## config.mk

```make
export PLATFORM = sky130hd
export DESIGN_NAME = oai222_group_pipe
export DESIGN_NICKNAME = d
export VERILOG_FILES = /design/src/rtl/oai222_group_pipe.sv
export SDC_FILE = /design/constraint.sdc
export NUM_CORES = 1
export LEC_CHECK = 0
export CORE_MARGIN = 5
export CORE_UTILIZATION = 29
export CTS_BUF_LIST = sky130_fd_sc_hd__clkbuf_2
export DETAILED_ROUTE_END_ITERATION = 10
export PLACE_DENSITY = 0.53
export SLEW_MARGIN = 20
export SYNTH_ARGS = -nofsm -noshare
export SYNTH_HDL_FRONTEND = slang
export SYNTH_SLANG_ARGS = --single-unit
```

## constraint.sdc

```tcl
create_clock -name clk -period 5.35 [get_ports clk]
set_input_delay 1.07 -clock clk [delete_from_list [all_inputs] [get_ports clk]]
set_output_delay 1.07 -clock clk [all_outputs]
set_load 0.1 [all_outputs]
```

## src/rtl/oai222_group_pipe.sv

```systemverilog
// oai222_group_pipe: two-stage valid/ready pipeline computing the INV/OAI222
// group function over NUM_GROUPS 4-bit groups, with activity counting.
// Ports:
//   clk, rst (sync, active-high)
//   in_valid/in_ready, a, b, a_mask, b_mask, out_en : input word side
//   out_valid/out_ready, c                           : result side
//   clr_cnt, act_cnt                                 : activity counter
module oai222_group_pipe #(
  parameter int NUM_GROUPS = 10,
  parameter int CNT_W      = 16,
  localparam int W         = 4 * NUM_GROUPS
) (
  input  logic                  clk,
  input  logic                  rst,
  input  logic                  in_valid,
  output logic                  in_ready,
  input  logic [W-1:0]          a,
  input  logic [W-1:0]          b,
  input  logic [W-1:0]          a_mask,
  input  logic [W-1:0]          b_mask,
  input  logic [NUM_GROUPS-1:0] out_en,
  output logic                  out_valid,
  input  logic                  out_ready,
  output logic [W-1:0]          c,
  input  logic                  clr_cnt,
  output logic [CNT_W-1:0]      act_cnt
);

  logic                  s1_valid;
  logic [W-1:0]          s1_a;
  logic [W-1:0]          s1_b;
  logic [NUM_GROUPS-1:0] s1_en;

  logic                  s2_valid;
  logic [W-1:0]          s2_c;

  logic [W-1:0]          last_c;
  logic [W-1:0]          f;

  logic                  in_fire;
  logic                  out_fire;
  logic                  s2_load;
  logic                  cnt_sat;

  // S1 may accept whenever something downstream will make room this edge.
  assign in_ready  = ~s1_valid | ~s2_valid | out_ready;
  assign in_fire   = in_valid & in_ready;
  assign s2_load   = s1_valid & (~s2_valid | out_ready);
  assign out_fire  = s2_valid & out_ready;
  assign out_valid = s2_valid;
  assign c         = s2_c;
  assign cnt_sat   = (act_cnt == {CNT_W{1'b1}});

  always_comb begin
    f = '0;
    for (int g = 0; g < NUM_GROUPS; g++) begin
      if (s1_en[g]) begin
        f[4*g]   = ~s1_a[4*g];
        f[4*g+1] = ~s1_b[4*g];
        f[4*g+2] = ~s1_b[4*g+1];
        f[4*g+3] = ~((s1_a[4*g+1] | s1_a[4*g+2]) &
                     (s1_b[4*g+1] | s1_b[4*g+2]) &
                     (s1_a[4*g+3] | s1_b[4*g+3]));
      end
    end
  end

  always_ff @(posedge clk) begin
    if (rst) begin
      s1_valid <= 1'b0;
      s1_a     <= '0;
      s1_b     <= '0;
      s1_en    <= '0;
    end else if (in_fire) begin
      s1_valid <= 1'b1;
      s1_a     <= a & a_mask;
      s1_b     <= b & b_mask;
      s1_en    <= out_en;
    end else if (s2_load) begin
      s1_valid <= 1'b0;
    end
  end

  always_ff @(posedge clk) begin
    if (rst) begin
      s2_valid <= 1'b0;
      s2_c     <= '0;
    end else if (s2_load) begin
      s2_valid <= 1'b1;
      s2_c     <= f;
    end else if (out_fire) begin
      s2_valid <= 1'b0;
    end
  end

  // Clear beats increment, but the reference result still advances.
  always_ff @(posedge clk) begin
    if (rst) begin
      last_c  <= '0;
      act_cnt <= '0;
    end else begin
      if (out_fire) begin
        last_c <= s2_c;
      end
      if (clr_cnt) begin
        act_cnt <= '0;
      end else if (out_fire && (s2_c != last_c) && !cnt_sat) begin
        act_cnt <= act_cnt + 1'b1;
      end
    end
  end

endmodule

```

# Word level (Yosys, flattened, before mapping)
# Index checks and enable logic that the tools add are counted.
# word_totals
ff_bits	188
latchBits	0
ramBits	0
romBits	0
inputBits	175
out_inout_bits	58
mem_count	0
# op_classes
n_addsub	1
mul	0
div	0
magnitude_cmp	0
n_eq_ne	2
n_shift	0
muxes	14
n_bitwise	100
n_reduce_logical	6
# op_table
cell	n
$and A40 B40 Y40	2
$not A1 Y1	42
$mux W4	10
$ne A40 B40 Y1	1
$or A1 B1 Y1	33
$and A1 B1 Y1	23
$add A16 B1 Y16 const B	1
$eq A16 B16 Y1 const B	1
$mux W1	4
$reduce_bool A2 Y1	2
$logic_and A1 B1 Y1	2
$reduce_or A2 Y1	1
$logic_not A1 Y1	1

# Depth between registers and ports, before layout
# Gate-level depths: netlist (run 1).
# logic_depth
ltp_word	5
depth_mapped	8

# Worst setup path after synthesis (run 1)
# OpenSTA, ideal clock, no wires.
# synth_path
kind	flip-flop to output port
startpoint	register s2_valid (netlist: out_valid)
endpoint	output in_ready
arrival_ns	1.889
required_ns	4.280
path_slack_ns	2.391
stages_incl_launch_ff	3
path_buffers	0
path_cell_list	dfxtp_1 -> nor2b_1 -> nand2_1
# synth_via
elab_chain_cells	3
# synth_rtl
element	line_no	text
start: declaration	34	logic s2_valid;
start signal: assignment	86	s2_valid <= 1'b0;
start signal: assignment	89	s2_valid <= 1'b1;
start signal: assignment	92	s2_valid <= 1'b0;
$not A1 Y1	46	assign in_ready = ~s1_valid | ~s2_valid | out_ready;
$or A1 B1 Y1 (2 in series)	46	
end: declaration	16	output logic in_ready,
# No other way between the ends.

# Worst setup path after layout (run 1)
# layout_path
startpoint	input out_ready
endpoint	output in_ready
# layout_via
elab_chain_cells	1
# layout_rtl
element	line_no	text
start: declaration	23	input logic out_ready,
$or A1 B1 Y1	46	
# No other way between the ends.

==> results of run 1 <==
## stage by stage
stage	hold WS [ns]	worst slack [ns]	cell area (um^2)
after floorplan	0.427	2.39	7460
after global placement	0.433	1.79	10000
after detailed placement	0.441	1.81	10000
after CTS	0.468	1.69	10300
after global routing	0.483	1.65	10300
final	0.468	1.75	10300
## layer usage
metal,track usage [%],vias to the layer above,wire (um)
met1,21.4,3039,10900
met4,2.81,2,150
met5,0,-,11
met3,4.65,12,1530
met2,24.1,181,10400
li1,-,3582,-
## sequential cells by signal (all words and copies together) (netlist names)
register	cells
act_cnt	16
c	40
last_c	40
out_valid	1
s1_a	40
s1_b	40
s1_en	10
s1_valid	1
## cell usage in the layout, fill, tap and decap left out, types with 16 or more instances in the layout
cell	n
nand2_1	230
nand3_1	85
dfxtp_1	188
clkbuf_2	18
xor2_1	32
clkdlybuf4s50_1	230
nand3b_1	30
nor2_1	16
a21oi_1	186
## worst paths after layout
path | cells after the start | endpoint
hold reg to reg | 2 | s1_b[32]$_SDFFE_PP0P_
hold / removal | 2 | s1_b[32]$_SDFFE_PP0P_
setup / recovery | 4 | in_ready
setup reg to reg | 6 | act_cnt[15]$_SDFFE_PP0P_
## cells by family after synthesis
group / Yosys count / synth area share, %
buf+inv: 62 / 3.21
xor+xnor: 40 / 4.70
compound gates: 221 / 15.6
mux: 1 / 0.134
flops: 188 / 50.5
simple gates: 411 / 25.7
fa+ha+maj: 1 / 0.168
## worst register-to-register path, stage by stage, from the launching register on
cell and delay (ns):
dfxtp_1 0.42, ha_1 0.25, nand4_1 0.20, nor4_2 0.14
or4_1 0.63, or4_1 0.51, a21oi_1 0.15
## power by group through the flow
| stage | combinational [uW] | clock [uW] | sequential, uW |
|---|---|---|---|
| 2_1_floorplan | 136 | 0 | 1540 |
| 3_5_place_dp | 374 | 0 | 1500 |
| 5_1_grt | 401 | 805 | 1480 |
| 4_1_cts | 375 | 744 | 1470 |
| 6_report | 370 | 709 | 1470 |
| 3_3_place_gp | 372 | 0 | 1500 |
## final cells by class
class / count / share of cell area, %
inverter: 1 / 0.0366
timing repair buffer: 237 / 23.0
clock buffer: 18 / 0.877
multi-input combinational: 674 / 33.9
sequential: 188 / 36.7
tap: 330 / 4.02
clock inverter: 14 / 1.54
antenna: 1 / 0.0244
==> impl_metrics.toml, run 1 <==
[run_status]
status = "finished, final reports clean"

[clock_tree]
clock-sinks = 188
clock_path_buffers = 2
cts-buffers-inserted = 17
htreeDepth = 4
cts_hold_repair.buffers = 0
post_cts_buffers = 0
cts_tree = "yes"
cts_resized = 0
insertion_delay_ns = 0.77
path_clk_slew_ns = 0.28
clock-root-buffer = "clkbuf_2"

[route]
detail_route.wl_per_cell_um = 15.7
initialDrtViolationCount = 552
vias = 6816
ant_nets = 0
drc_errors = 0
drtPass1Iterations = 6
vias_per_cell = 4.66
routed_wl_um = 23000

[power]
p_switching_uw = 781
p_sw_share_pct = 30.6
finalPower_uw = 2550
ir_drop_uv = 105
clkPwrFrac_pct = 27.8
p_int_uw = 1770
power-per-cell-area_nw_per_um2 = 248
combPwrFrac_pct = 14.5
pwr-share-seq_pct = 57.7
power.leakage_uw = 0.00351

[final_layout]
fill_cells = 2686
final_cells = 1463
nNetsFinal = 1295
final_core_util_pct = 40.7
syn_to_final_growth_pct = 37.7
seqCellArea_um2 = 3760
layout-drive-gt1-share_pct = 4.06
multi_input_area_um2 = 3480

[floorplanning]
core_area_um2 = 25300
die_area_um2 = 29000
die-width_um = 170
initial_core_util_pct = 29.5
die_h_um = 170
ioPinCount = 233
num_rows = 58

[yosys]
ys_ff_latch = 188
synth_ff_type = "dfxtp_1"
synth_area_per_cell_um2 = 8.07
synth.most_common_cell = "nand2_1"
synth_common_cells = "231 x nand2_1, 188 x dfxtp_1, 186 x a21oi_1"
yosys_warnings = 0
async_flop_share_pct = 0
ys_seq_area_share_pct = 50.5
synthTopCellsByArea = "dfxtp_1 50%, a21oi_1 12%, nand2_1 12%"
synth_edf_count = 0
syn_inst = 924
synthDistinctLibCells = 32
synth_area_leader_cell = "dfxtp_1"
synth_top_area_share_pct = 50.5
synth.net_count = 1100
syn_area_um2 = 7460

[timing]
finalHoldViolations = 0
finalSetupTns_ns = 0
skew_ns = 0.0362
fmax_ghz = 0.278
fin_crit_ns = 3.60
worst_pin_slew_ns = 1.05
period_share_pct = 67.3
rsz0062_at_grt = "no"
finalMaxSlewViolations = 0
slew_headroom_pct = 30.1
setup_viol_count_final = 0

[critical_path]
cpPeakStageDelay_ns = 0.48
rr_startpoint = "act_cnt[0]$_SDFFE_PP0P_"
path_buf_inv = 2
cp-startpoint = "out_ready"
crit_slowest_cell = "nor2b_1"
startpoint_type = "primary input"
cp-end-kind = "primary output"
critical_path_required_ns = 4.28
cp_data_arrival_time_ns = 2.53
reg2reg_slack_ns = 3.02
critPathKind = "primary input to primary output"
crit_chain = "clkdlybuf4s50_1 -> nor2b_1 -> nand2_1 -> buf_4"
critical_path.top_delay_family = "buffers and inverters"
path_max_fanout = 5

[global_route]
grt_overflow = 0
grt_util_all_layers_pct = 15.4
grt_antenna_before_repair = 2
grt_pass1_wl_um = 35200
first_global_vias = 6504
grt_max_degree = 130

[job]
maxCapViolCount = 0

[hold_path]
min_path_type = "flop to flop"
hold_start = "s1_b[32]$_SDFFE_PP0P_"

[placed_design]
dp.final_hpwl_um = 16900
place.gp.congestion = 0.765
numPortBuffers = 232
placed_cells = 1430
(Power assumes the default switching activity.)
==> run 2, diff against run 1 <==
==> constraint.sdc (replaced) <==
create_clock -name clk -period 3.7 [get_ports clk]
set_input_delay 0.74 -clock clk [delete_from_list [all_inputs] [get_ports clk]]
set_output_delay 0.74 -clock clk [all_outputs]
set_load 0.1 [all_outputs]
==> run 2 against run 1 <==
Net effect:
- clock-buffer cell count is the same
- first-iteration DRC count decreased by 13%
- non-clock buffer count up 3
- critical path type is now flop to primary output
- highest routed layer is now met4
==> impl_metrics.toml, run 2 (synthesis results as in run 1) <==
[job]
maxCapViolCount = 0

[critical_path]
cp-end-kind = "primary output"
path_buf_inv = 1
cp_data_arrival_time_ns = 2.48
r2r-end = "act_cnt[15]$_SDFFE_PP0P_"
reg2reg_slack_ns = 1.36
rr_worst_depth = 6
worstSetupEndpoint = "act_cnt[5]"
startpoint_type = "flop"
critical_path.top_delay_family = "buffers and inverters"
crit_chain = "clkdlybuf4s50_1"
critPathKind = "flop to primary output"
cpPeakStageDelay_ns = 1.20
rr_startpoint = "act_cnt[0]$_SDFFE_PP0P_"
path_depth = 1
critical_path_required_ns = 2.96
path_max_fanout = 7
crit_slowest_cell = "clkdlybuf4s50_1"
cp-startpoint = "act_cnt[5]$_SDFFE_PP0P_"

[power]
finalPower_uw = 3710
power-per-cell-area_nw_per_um2 = 362
power.leakage_uw = 0.00357
ir_drop_uv = 192

[final_layout]
layout_commonest_cell = "nand2_1"
nNetsFinal = 1298
layout-drive-gt1-share_pct = 6.26
design_area_um2 = 10300
syn_to_final_growth_pct = 37.6
final_cells = 1468
seqCellArea_um2 = 3760
multi_input_area_um2 = 3480
fill_cells = 2660
layout_common_cells = "230 x nand2_1, 208 x clkdlybuf4s50_1, 188 x dfxtp_1"

[floorplanning]
die_area_um2 = 29000
ioPinCount = 233
die-width_um = 170
num_rows = 58
die_h_um = 170
initial_core_util_pct = 29.5
core_area_um2 = 25300

[run_status]
status = "finished, final reports clean"

[placed_design]
numPortBuffers = 232
dp.final_hpwl_um = 17400
placed_cells = 1433
place_area_um2 = 10000
place.gp.congestion = 0.764

[global_route]
grt_antenna_before_repair = 1
first_global_vias = 6549
grt_pass1_wl_um = 36100
grt_util_all_layers_pct = 15.8
grt_overflow = 0
grt_max_degree = 106

[clock_tree]
clock_path_buffers = 2
clock-sinks = 188
post_cts_buffers = 0
clock-root-buffer = "clkbuf_2"
cts_hold_repair.buffers = 0
cts-buffers-inserted = 17
cts_tree = "yes"
cts_resized = 0
path_clk_slew_ns = 0.28
insertion_delay_ns = 0.76
htreeDepth = 4

[timing]
slew_headroom_pct = 33.0
setup_viol_count_final = 0
finalSetupTns_ns = 0
fin_crit_ns = 3.22
finalMaxSlewViolations = 0
fmax_ghz = 0.311
period_share_pct = 87.0
finalHoldViolations = 0
worst_pin_slew_ns = 1.00
skew_ns = 0.0560
rsz0062_at_grt = "no"
hold_slack_ns = 0.468

[route]
drc_errors = 0
drtPass1Iterations = 4
vias_per_cell = 4.68
detail_route.wl_per_cell_um = 16.0
vias = 6875
ant_nets = 0
routed_wl_um = 23400
initialDrtViolationCount = 483

[hold_path]
min_path_type = "flop to flop"
[run 2: cell types whose count changed in the layout (fill, tap and decap cells not counted), sizes merged]
cell	change
bufinv	+1
clkinv	-6
clkinvlp	+3
inv	+2
diode	+2
buf	+25
clkdlybuf4s50	-22
[run 2: cell type report]
| cell class | instances | area share (%) |
|---|---|---|
| well taps | 330 | 4.02 |
| inverters | 1 | 0.0366 |
| diodes | 3 | 0.0732 |
| multi-input cells | 674 | 33.9 |
| clock buffers | 18 | 0.878 |
| repair buffers | 240 | 22.9 |
| flip-flops and latches | 188 | 36.7 |
| clock inverters | 14 | 1.46 |
[run 2: report_power, final]
group / internal [uW] / switching, uW / leakage (uW)
registers: 2090 / 44.2 / 0.00153
logic: 249 / 290 / 0.00190
clock network: 276 / 768 / 0.000140
total: 2610 / 1100 / 0.00357
[run 2: stage by stage]
stage          setup WS, ns  util (%)
6_report              0.481      40.6
5_1_grt               0.317      40.6
4_1_cts               0.374      40.6
3_5_place_dp          0.716      39.6
3_3_place_gp          0.704      39.6
2_1_floorplan         0.743         -
[run 2: how the worst min path moves through the flow]
stage / slack [ns] / end / depth (start not counted) / start
4_1_cts: 0.38 / s1_a[39]$_SDFFE_PP0P_ / 3 / a_mask[39]
5_1_grt: 0.36 / s1_a[15]$_SDFFE_PP0P_ / 3 / a_mask[15]
3_5_place_dp: 0.44 / s1_b[0]$_SDFFE_PP0P_ / 2 / s1_b[0]$_SDFFE_PP0P_
2_1_floorplan: 0.43 / s1_a[0]$_SDFFE_PP0P_ / 2 / s1_a[0]$_SDFFE_PP0P_
6_report: 0.47 / s1_a[16]$_SDFFE_PP0P_ / 2 / s1_a[16]$_SDFFE_PP0P_
3_3_place_gp: 0.44 / s1_b[16]$_SDFFE_PP0P_ / 2 / s1_b[16]$_SDFFE_PP0P_
[run 2: per-layer routing]
metal / GRT usage (%) / part of all wire [%] / vias to the layer above
li1: - / - / 3595
met3: 5.78 / 8.3 / 10
met5: 0 / 0 / -
met1: 21.4 / 45 / 3072
met2: 24.6 / 46 / 198
met4: 2.92 / 0.59 / 0
==> run 3, diff against run 2 <==
--- a/config.mk
+++ b/config.mk
@@ -5,11 +5,13 @@
 export SDC_FILE = /design/constraint.sdc
 export NUM_CORES = 1
 export LEC_CHECK = 0
+export CELL_PAD_IN_SITES_DETAIL_PLACEMENT = 1
+export CELL_PAD_IN_SITES_GLOBAL_PLACEMENT = 2
 export CORE_MARGIN = 5
-export CORE_UTILIZATION = 29
+export CORE_UTILIZATION = 27
 export CTS_BUF_LIST = sky130_fd_sc_hd__clkbuf_2
 export DETAILED_ROUTE_END_ITERATION = 10
-export PLACE_DENSITY = 0.53
+export PLACE_DENSITY = 0.81
 export SLEW_MARGIN = 20
 export SYNTH_ARGS = -nofsm -noshare
 export SYNTH_HDL_FRONTEND = slang
==> run 3 against run 2 <==
Net effect:
- via count up 3.2%
- setup slack lost 0.016 ns
- die area up 7.0%
- clock power hardly changed
- clock-buffer cell count unchanged
- clock skew is 0.021 ns higher
- non-clock buffer count up 2
- fmax shrank 0.49%
==> impl_metrics.toml, run 3 (synthesis results as in run 1) <==
[power]
power.leakage_uw = 0.00359
power-per-cell-area_nw_per_um2 = 363
combPwrFrac_pct = 14.6
p_int_uw = 2570
p_switching_uw = 1180
ir_drop_uv = 166
pwr-share-seq_pct = 56.8
p_sw_share_pct = 31.5
clkPwrFrac_pct = 28.6

[critical_path]
reg2reg_slack_ns = 1.29
path_max_fanout = 4
path_depth = 1
cp-end-kind = "primary output"
critical_path_required_ns = 2.96
crit_chain = "clkdlybuf4s50_1"
worstSetupEndpoint = "c[22]"
rr_startpoint = "act_cnt[0]$_SDFFE_PP0P_"
crit_slowest_cell = "clkdlybuf4s50_1"
cp_data_arrival_time_ns = 2.49
critPathKind = "flop to primary output"
cp-startpoint = "c[22]$_SDFFE_PP0P_"
startpoint_type = "flop"
path_buf_inv = 1
cpPeakStageDelay_ns = 1.18
rr_worst_depth = 6
r2r-end = "act_cnt[15]$_SDFFE_PP0P_"
critical_path.top_delay_family = "buffers and inverters"

[floorplanning]
die-width_um = 176
core_area_um2 = 27100
die_h_um = 176
ioPinCount = 233
num_rows = 60
initial_core_util_pct = 27.5
die_area_um2 = 31000

[global_route]
grt_pass1_wl_um = 39800
first_global_vias = 7290
grt_util_all_layers_pct = 16.1
grt_overflow = 0
grt_max_degree = 99
grt_antenna_before_repair = 3

[final_layout]
multi_input_area_um2 = 3480
syn_to_final_growth_pct = 38.6
layout-drive-gt1-share_pct = 6.42
layout_common_cells = "230 x nand2_1, 208 x clkdlybuf4s50_1, 188 x dfxtp_1"
fill_cells = 3282
layout_commonest_cell = "nand2_1"
seqCellArea_um2 = 3760
final_core_util_pct = 38.1
nNetsFinal = 1300

[route]
drc_errors = 0
vias = 7092
detail_route.wl_per_cell_um = 16.8
vias_per_cell = 4.70
routed_wl_um = 25400
initialDrtViolationCount = 401
ant_nets = 0
drtPass1Iterations = 4

[clock_tree]
path_clk_slew_ns = 0.36
clock_path_buffers = 2
clock-root-buffer = "clkbuf_2"
cts_tree = "yes"
cts_resized = 0
post_cts_buffers = 0
htreeDepth = 4
cts_hold_repair.buffers = 0
clock-sinks = 188
cts-buffers-inserted = 17
insertion_delay_ns = 0.80

[timing]
slew_headroom_pct = 33.4
period_share_pct = 87.4
skew_ns = 0.0771
finalSetupTns_ns = 0
finalHoldViolations = 0
rsz0062_at_grt = "no"
fin_crit_ns = 3.23
finalMaxSlewViolations = 0
worst_pin_slew_ns = 0.996
fmax_ghz = 0.309
setup_viol_count_final = 0

[run_status]
status = "finished, final reports clean"

[job]
maxCapViolCount = 0

[placed_design]
numPortBuffers = 232
dp.final_hpwl_um = 19100
place.gp.congestion = 0.749

[hold_path]
holdPathStages = 3
min_path_type = "primary input to flop"
==> run 3: cell count changes in the layout (fill, tap and decap cells not counted), sizes merged <==
cell,previous run,this run
buf,32,34
bufinv,1,0
clkinv,2,6
clkinvlp,3,1
diode,3,1
inv,9,8
==> run 3: area by class of cell <==
type / count / area share, %
Antenna cell: 1 / 0.0242
Timing Repair Buffer: 242 / 22.9
Clock buffer: 18 / 0.871
Tap cell: 372 / 4.50
Sequential cell: 188 / 36.4
Multi-Input combinational cell: 674 / 33.7
Clock inverter: 14 / 1.61
Inverter: 1 / 0.0363
==> run 3: per-layer routing <==
metal	track usage (%)	vias to the layer above	routed length, um
met5	0	-	25
met4	3.64	4	312
met3	5.07	23	1680
met2	25.7	168	11500
met1	21.4	3308	11900
li1	-	3589	-
==> run 3: how the worst min path moves through the flow <==
| stage | from | to | slack [ns] |
|---|---|---|---|
| after floorplan | s1_a[0]$_SDFFE_PP0P_ | s1_a[0]$_SDFFE_PP0P_ | 0.43 |
| after global placement | s1_a[36]$_SDFFE_PP0P_ | s1_a[36]$_SDFFE_PP0P_ | 0.44 |
| after global routing | a_mask[24] | s1_a[24]$_SDFFE_PP0P_ | 0.34 |
| after detailed placement | s1_a[36]$_SDFFE_PP0P_ | s1_a[36]$_SDFFE_PP0P_ | 0.44 |
| after CTS | out_en[8] | s1_en[8]$_SDFFE_PP0P_ | 0.35 |
| final | a_mask[6] | s1_a[6]$_SDFFE_PP0P_ | 0.43 |
==> run 3: power by group through the flow <==
| stage | sequential [uW] | combinational (uW) | clock, uW |
|---|---|---|---|
| floorplan | 2230 | 197 | 0 |
| global placement | 2170 | 552 | 0 |
| detailed placement | 2170 | 556 | 0 |
| CTS | 2130 | 558 | 1110 |
| global route | 2140 | 593 | 1190 |
| finish | 2130 | 550 | 1070 |
==> run 3: stage by stage <==
step | instance area [um^2] | total power [uW] | instances | hold slack [ns] | worst slack [ns]
2_1_floorplan | 7460 | 2430 | 924 | 0.427 | 0.743
3_3_place_gp | 10100 | 2720 | 1477 | 0.436 | 0.726
3_5_place_dp | 10100 | 2720 | 1477 | 0.444 | 0.735
4_1_cts | 10300 | 3800 | 1509 | 0.348 | 0.374
5_1_grt | 10300 | 3930 | 1510 | 0.335 | 0.337
6_report | 10300 | 3750 | 1510 | 0.434 | 0.466
